`src/rtl/latch_sched_pkg.sv`:
```
// Shared types and helpers for the latch-bank write scheduler.
package latch_sched_pkg;

    typedef enum logic [1:0] {
        IDLE  = 2'd0,
        SETUP = 2'd1,
        OPEN  = 2'd2,
        HOLD  = 2'd3
    } state_t;

    localparam int SETUP_CYC_DEF = 1;
    localparam int OPEN_CYC_DEF  = 1;
    localparam int HOLD_CYC_DEF  = 1;

    // $clog2 that never collapses to a zero-width vector.
    function automatic int clog2_min1(input int v);
        return (v <= 2) ? 1 : $clog2(v);
    endfunction

endpackage

```
`src/rtl/latch_rr_arb2.sv`:
```
// Two-requester round-robin arbiter; rr_last names the requester granted most recently.
module latch_rr_arb2 (
    input  logic [1:0] valid,
    input  logic       rr_last,
    output logic [1:0] grant
);

    always_comb begin
        grant = 2'b00;
        case (valid)
            2'b01:   grant = 2'b01;
            2'b10:   grant = 2'b10;
            2'b11:   grant = rr_last ? 2'b01 : 2'b10;
            default: grant = 2'b00;
        endcase
    end

endmodule

```
`src/rtl/latch_bank_wr_sched.sv`:
```
// Write scheduler for a bank of high-transparent latches: SETUP -> OPEN -> HOLD per write.
// Optional macro LATCH_ADDR_CHECK_EN drops out-of-range writes and pulses err.
module latch_bank_wr_sched
    import latch_sched_pkg::*;
#(
    parameter int DEPTH     = 8,
    parameter int WIDTH     = 8,
    parameter int SETUP_CYC = SETUP_CYC_DEF,
    parameter int OPEN_CYC  = OPEN_CYC_DEF,
    parameter int HOLD_CYC  = HOLD_CYC_DEF,
    localparam int AW       = clog2_min1(DEPTH)
) (
    input  logic             CK,
    input  logic             RN,
    input  logic             req0_valid,
    input  logic [AW-1:0]    req0_addr,
    input  logic [WIDTH-1:0] req0_data,
    output logic             req0_ready,
    input  logic             req1_valid,
    input  logic [AW-1:0]    req1_addr,
    input  logic [WIDTH-1:0] req1_data,
    output logic             req1_ready,
    output logic [WIDTH-1:0] lat_d,
    output logic [DEPTH-1:0] lat_g,
    output logic             busy,
    output logic             err
);

    localparam int MAXC12 = (SETUP_CYC > OPEN_CYC) ? SETUP_CYC : OPEN_CYC;
    localparam int MAXC   = (MAXC12 > HOLD_CYC) ? MAXC12 : HOLD_CYC;
    localparam int CW     = clog2_min1(MAXC + 1);

    state_t           state, state_nxt;
    logic [CW-1:0]    cnt, cnt_nxt;
    logic [AW-1:0]    a_r;
    logic             rr_last;
    logic [1:0]       grant;
    logic             accept;
    logic             addr_bad;
    logic [AW-1:0]    acc_addr;
    logic [WIDTH-1:0] acc_data;
    logic [DEPTH-1:0] g_dec, g_nxt;
    logic             err_nxt;

    latch_rr_arb2 u_arb (
        .valid   ({req1_valid, req0_valid}),
        .rr_last (rr_last),
        .grant   (grant)
    );

    // Ready is withheld during reset so nothing looks accepted while RN is low.
    assign req0_ready = RN & (state == IDLE) & grant[0];
    assign req1_ready = RN & (state == IDLE) & grant[1];
    assign accept     = req0_ready | req1_ready;
    assign acc_addr   = grant[1] ? req1_addr : req0_addr;
    assign acc_data   = grant[1] ? req1_data : req0_data;

`ifdef LATCH_ADDR_CHECK_EN
    assign addr_bad = ({1'b0, acc_addr} >= (AW + 1)'(DEPTH));
`else
    assign addr_bad = 1'b0;
`endif

    // An address beyond DEPTH matches no bit, so no latch is ever opened for it.
    always_comb begin
        g_dec = '0;
        for (int i = 0; i < DEPTH; i++) begin
            g_dec[i] = (a_r == AW'(i));
        end
    end

    always_comb begin
        state_nxt = state;
        cnt_nxt   = cnt;
        g_nxt     = '0;
        err_nxt   = 1'b0;
        case (state)
            IDLE: begin
                if (accept) begin
                    if (addr_bad) begin
                        err_nxt = 1'b1;
                    end else begin
                        state_nxt = SETUP;
                        cnt_nxt   = CW'(SETUP_CYC - 1);
                    end
                end
            end
            SETUP: begin
                if (cnt == '0) begin
                    state_nxt = OPEN;
                    cnt_nxt   = CW'(OPEN_CYC - 1);
                    g_nxt     = g_dec;
                end else begin
                    cnt_nxt = cnt - CW'(1);
                end
            end
            OPEN: begin
                if (cnt == '0) begin
                    state_nxt = HOLD;
                    cnt_nxt   = CW'(HOLD_CYC - 1);
                end else begin
                    cnt_nxt = cnt - CW'(1);
                    g_nxt   = g_dec;
                end
            end
            HOLD: begin
                if (cnt == '0) begin
                    state_nxt = IDLE;
                end else begin
                    cnt_nxt = cnt - CW'(1);
                end
            end
            default: state_nxt = IDLE;
        endcase
    end

    always_ff @(posedge CK) begin
        if (!RN) begin
            state   <= IDLE;
            cnt     <= '0;
            lat_g   <= '0;
            lat_d   <= '0;
            a_r     <= '0;
            busy    <= 1'b0;
            err     <= 1'b0;
            rr_last <= 1'b1;
        end else begin
            state <= state_nxt;
            cnt   <= cnt_nxt;
            lat_g <= g_nxt;
            busy  <= (state_nxt != IDLE);
            err   <= err_nxt;
            if (accept) begin
                a_r     <= acc_addr;
                lat_d   <= acc_data;
                rr_last <= grant[1];
            end
        end
    end

endmodule
```
`config.mk`:
```
export PLATFORM = sky130hd
export DESIGN_NAME = latch_bank_wr_sched
export DESIGN_NICKNAME = d
export VERILOG_FILES = /design/src/rtl/latch_sched_pkg.sv /design/src/rtl/latch_rr_arb2.sv /design/src/rtl/latch_bank_wr_sched.sv
export SDC_FILE = /design/constraint.sdc
export NUM_CORES = 1
export LEC_CHECK = 0
export ABC_AREA = 1
export BUFFER_PORTS_ARGS = -buffer_cell sky130_fd_sc_hd__buf_2
export CAP_MARGIN = 20
export CORE_ASPECT_RATIO = 0.9
export CORE_MARGIN = 2
export CORE_UTILIZATION = 46
export DETAILED_ROUTE_END_ITERATION = 10
export GPL_ROUTABILITY_DRIVEN = 0
export PLACE_DENSITY = 0.74
export SYNTH_ARGS = -nofsm -noshare
export SYNTH_HDL_FRONTEND = slang
export SYNTH_SLANG_ARGS = --single-unit
```
`constraint.sdc`:
```
create_clock -name CK -period 1.34 [get_ports CK]
set_input_delay 0.268 -clock CK [delete_from_list [all_inputs] [get_ports CK]]
set_output_delay 0.268 -clock CK [all_outputs]
set_load 0.01 [all_outputs]
```
# Yosys cells after proc, flatten, opt, wreduce, memory -nomap -nowiden
# Cells that the tools add are included.
# totals
reg_bits,24
output_inout_bits,20
# classes
bitwise_logic,4
muxes,15
add_sub_neg,1
n_eq_ne,14
n_reduce_logical,4
# op_table
op,count
8-bit two-way mux,3
8-bit one-hot mux with 2 select lines,1
3-bit == test (second input constant),4
2-bit two-way mux,5
2-bit == test (second input constant),4
2-bit one-hot mux with 4 select lines,1
3-bit by 2-bit == test with 1-bit output (second input constant),2
2-bit one-hot mux with 3 select lines,1
2-bit by 1-bit == test with 1-bit output (second input constant),2
1-bit AND,3
3-bit by 1-bit == test with 1-bit output (second input constant),1
3-bit zero test,1
3-bit two-way mux,1
3-bit OR reduction,1
2-bit zero test,1
1-bit two-way mux,2
2-bit != test (second input constant),1
1-bit one-hot mux with 2 select lines,1
2-bit nonzero test,1
1-bit OR,1
1-bit subtractor (second input constant),1

# Depth between registers and ports, before layout
# depth
word_depth,7
ltp_mapped,9
depth_no_buf,8

# By module
# From an unflattened synthesis, not the netlist that was laid out.
# unflattened
hier_cells,163
hier_area_um2,1127.3
# by_module_without_submodules
mod,seq_area_each_um2,area_per_inst_um2,cells_per_inst,n_inst
latch_bank_wr_sched,460.4,1106.1,158,1
latch_rr_arb2,0.0,21.3,5,1

# Least setup slack after synthesis
# Ideal clock, no wire load.
# synth_path
path_kind,reg-to-output
startpoint,register rr_last
endpoint,output port req0_ready
required_time_ps,1072
path_stages_with_launch,6
slack_ps,120
arrival_time_ps,952
cell_sequence,dfxtp_1 nand2_1 nand2_1 buf_2 inv_1 nor3_1
# synth_via
elab_chain_cells,3
# synth_rtl
element,line_no,text
start: declaration,latch_bank_wr_sched.sv:36,logic rr_last;
start signal: assignment,latch_bank_wr_sched.sv:136,rr_last <= grant[1];
2-bit two-way mux,latch_rr_arb2.sv:13,2'b11: grant = rr_last ? 2'b01 : 2'b10;
2-bit one-hot mux with 3 select lines,latch_rr_arb2.sv:10,case (valid)
1-bit AND,latch_bank_wr_sched.sv:52,assign req0_ready = RN & (state == IDLE) & grant[0];
end: declaration,latch_bank_wr_sched.sv:18,"output logic req0_ready,"
# No other way between the ends.

# Worst setup path in the final report
# layout_path
startpoint,register state[1]
endpoint,output port req1_ready
# layout_via
elab_chain_cells,3
# layout_rtl
element,line_no,text
start: declaration,latch_bank_wr_sched.sv:33,"state_t state, state_nxt;"
start signal: assignment,latch_bank_wr_sched.sv:128,state <= state_nxt;
2-bit zero test,latch_bank_wr_sched.sv:53,assign req1_ready = RN & (state == IDLE) & grant[1];
1-bit AND (2 in series),latch_bank_wr_sched.sv:53,
end: declaration,latch_bank_wr_sched.sv:22,"output logic req1_ready,"
# No other way between the ends.

==> run metrics <==
status=finished with violations; failing checks=negative setup slack; hold crit path type=primary input to flop; routed vias/inst=4.79; initial antenna violation count=0; clock sink count=23; Peak VDD IR=1.21 mV; CTS Hold Bufs=0; Multi-input gate area=659 um2; # rows=16; Internal=about 1.7 mW; max-cap viol count=0; final worst-path cycle share=112%; ANT nets after route=0; WP data required=between 1 and 1.5 ns; # DRC=0; Max clock buf depth=2; Area Growth Syn to Fin=57.5%; Worst path slowest cell=dfxtp_2; Synth cell types=14; switching share of total power=slightly above 40%; Seq pwr share=31.5%; Post-Syn Instances=160; static leakage=0.911 nW; clk_lat worst skew=0.32 ns; Place WS=about 0.015 ns; startpoint types=flop; diode count=0; Clock Tree Root=clkbuf_4; largest net degree at the start of global routing=25; dominant cells by area after synthesis=dfxtp_1 (44%), nand2_1 (20%), nor2_1 (11%), nand3_1 (6.6%), inv_1 (6.4%); most numerous cell in the Yosys netlist=nand2_1; Design Power=~2.9 mW; CTS H-tree depth=1; Worst Setup End Kind=output port; Fin Clk Skew=slightly below 0.008 ns; IO Pins=46; layout cell share with drive strength beyond 1=50.5%; Post-synth ARST share=0%; unrepaired setup endpoints after global routing=true; Setup Viol. Count Final=16; Yosys top cell by area=dfxtp_1; Avg Inst Size Synth=6.59 um2; placed cells=229; final std cells w/o fill=245; first-pass GRT wire length=a little under 4000 um; R2R Setup Slk=-0.15 ns; top cell type's share of synthesized area=43.7%; pwr dens=1740 mW/mm2; sequential area share after synthesis=43.7%; crit path buf inv count=4; Primary FF master, synth=dfxtp_1; crit-path max FO=2; Clk network pwr share=about 12%; Hold Fails Final Rpt=0; Global Route Usage Sum=19.9%; register area=464 um2; clock-pin slew on the worst setup and hold paths=roughly 0.13 ns; die width=roughly 54 um; number of synthesized register bits=23; fin crit period=1.50 ns; P_sw=1.19 mW; worst setup margin=-0.158 ns; PortBufs=44; drt wl/cell=12.5 um; Highest Clock Rate=about 670 MHz; cts bufs inserted=3; vias in the first global route=962; Post-synth top cells=nand2_1 (57), nor2_1 (32), dfxtp_1 (23), inv_1 (18), nand3_1 (14); yosys warns=0; combinational group share of total power=56.9%; CP delay by family, top=flip-flops; Detail Placement HPWL=about 1600 um; Layout Nets=249; hold_ws=approximately 0.24 ns; Layout fillers=153; 1st-pass router iterations=4; total gr overflow=0; die area=around 0.0027 mm2; Die Y=49.4 um; initial DRC count=21; Worst path max stage delay=0.36 ns; Core Region=0.00218 mm2; TritonCTS clock tree=done; initial cell density of the core=48.3%; crit path DAT=1.23 ns; synthesized cell area=0.00105 mm2; Vias=1173; Slew Limit Fails=0; DRT Wirelength=3050 um; worst path cell trace=inv_2 > ha_4 > nand2_4 > inv_4 > nand2_2 > inv_1 > buf_2; crit path kind=flop to output port; Net Count, Synth=190; number of flops mapped to enable cells by yosys=0
cell type report:
type / count / share of cell area [%]
clock buffer: 3 / 1.36
inverter: 19 / 4.44
multi-input combinational: 111 / 39.7
sequential: 23 / 27.9
tap: 27 / 2.03
clock inverter: 1 / 0.301
timing repair buffer: 61 / 24.2
per-layer routing:
layer / vias up / track usage (%) / wire length, um
met5: - / 0 / 0
met4: 0 / 6.25 / 35
met3: 5 / 6.44 / 193
met2: 45 / 34.9 / 1630
met1: 531 / 21.7 / 1190
li1: 592 / - / -
kinds of logic (layout without fill, tap and decap cells):
logic type | count (synthesis) | count (layout) | share of synthesized area, %
simple gates | 104 | 104 | 38.8
buf+inv | 26 | 84 | 10.9
flops | 23 | 23 | 43.7
fa+ha+maj | 4 | 4 | 4.75
compound gates | 2 | 2 | 1.54
other cells | 1 | 1 | 0.356
worst register-to-register path, stage by stage (launching register included):
cell and delay, ns:
dfxtp_2 0.36, inv_2 0.06, ha_4 0.16, nand2_4 0.07, inv_4 0.04, buf_4 0.13
buf_6 0.11, o21ai_4 0.11, clkbuf_16 0.23, nand2_2 0.05, nand2_1 0.06, nor2_1 0.05
layout by cell type, fill, tap and decap left out, types with 2 or more instances in the layout:
cell type   n
nand2_4     8
ha_1        2
buf_2      44
nand3_1    12
inv_1      13
clkbuf_16   2
nand2_2    15
dfxtp_2     3
buf_6       2
nor2_4      2
nand2_1    34
nor2_2      5
buf_4      12
clkbuf_4    3
ha_4        2
nor2_1     25
inv_2       5
dfxtp_1    20
path summary, 6_finish.rpt:
path,start,end,depth (start not counted)
worst min register to register,rr_last$_SDFFE_PN1P_,rr_last$_SDFFE_PN1P_,2
worst min-delay path,req0_data[4],lat_d[4]$_SDFFE_PN0P_,5
worst max register to register,state[1]$_SDFF_PN0_,lat_d[2]$_SDFFE_PN0P_,11
worst max-delay path,state[1]$_SDFF_PN0_,req1_ready,7
repair_timing:
| item | 4_1_cts | 5_1_grt |
|---|---|---|
| resized for setup | 14 | 44 |
| buffers inserted | 9 | 3 |
| gates cloned | 0 | 3 |
| pin swaps | 5 | 17 |
| endpoints found under the setup margin | 3 | 22 |
| hold endpoints to repair | 0 | 0 |
power by group through the flow:
stage / combinational (mW) / sequential (mW) / clock [mW]
final: 1.64 / 0.909 / 0.334
after global routing: 1.78 / 0.923 / 0.374
after CTS: 1.06 / 0.901 / 0.329
after detailed placement: 0.864 / 0.909 / 0
after global placement: 0.830 / 0.905 / 0
after floorplan: 0.568 / 0.944 / 0
per-stage QoR:
stage / instance area (um2) / setup TNS [ns] / utilization, %
final: 1660 / -1.75 / 76.1
after global routing: 1660 / -2.62 / 76.1
after CTS: 1450 / -0.193 / 66.3
after detailed placement: 1320 / 0 / 60.3
after global placement: 1320 / 0 / 60.3
after floorplan: 1050 / 0 / -
flip-flops by register name (all words and copies together), names as in the netlist:
signal   count
busy         1
rr_last      1
lat_g        8
state        2
lat_d        8
a_r          3
No activity file was read; power rests on OpenSTA's default activity.
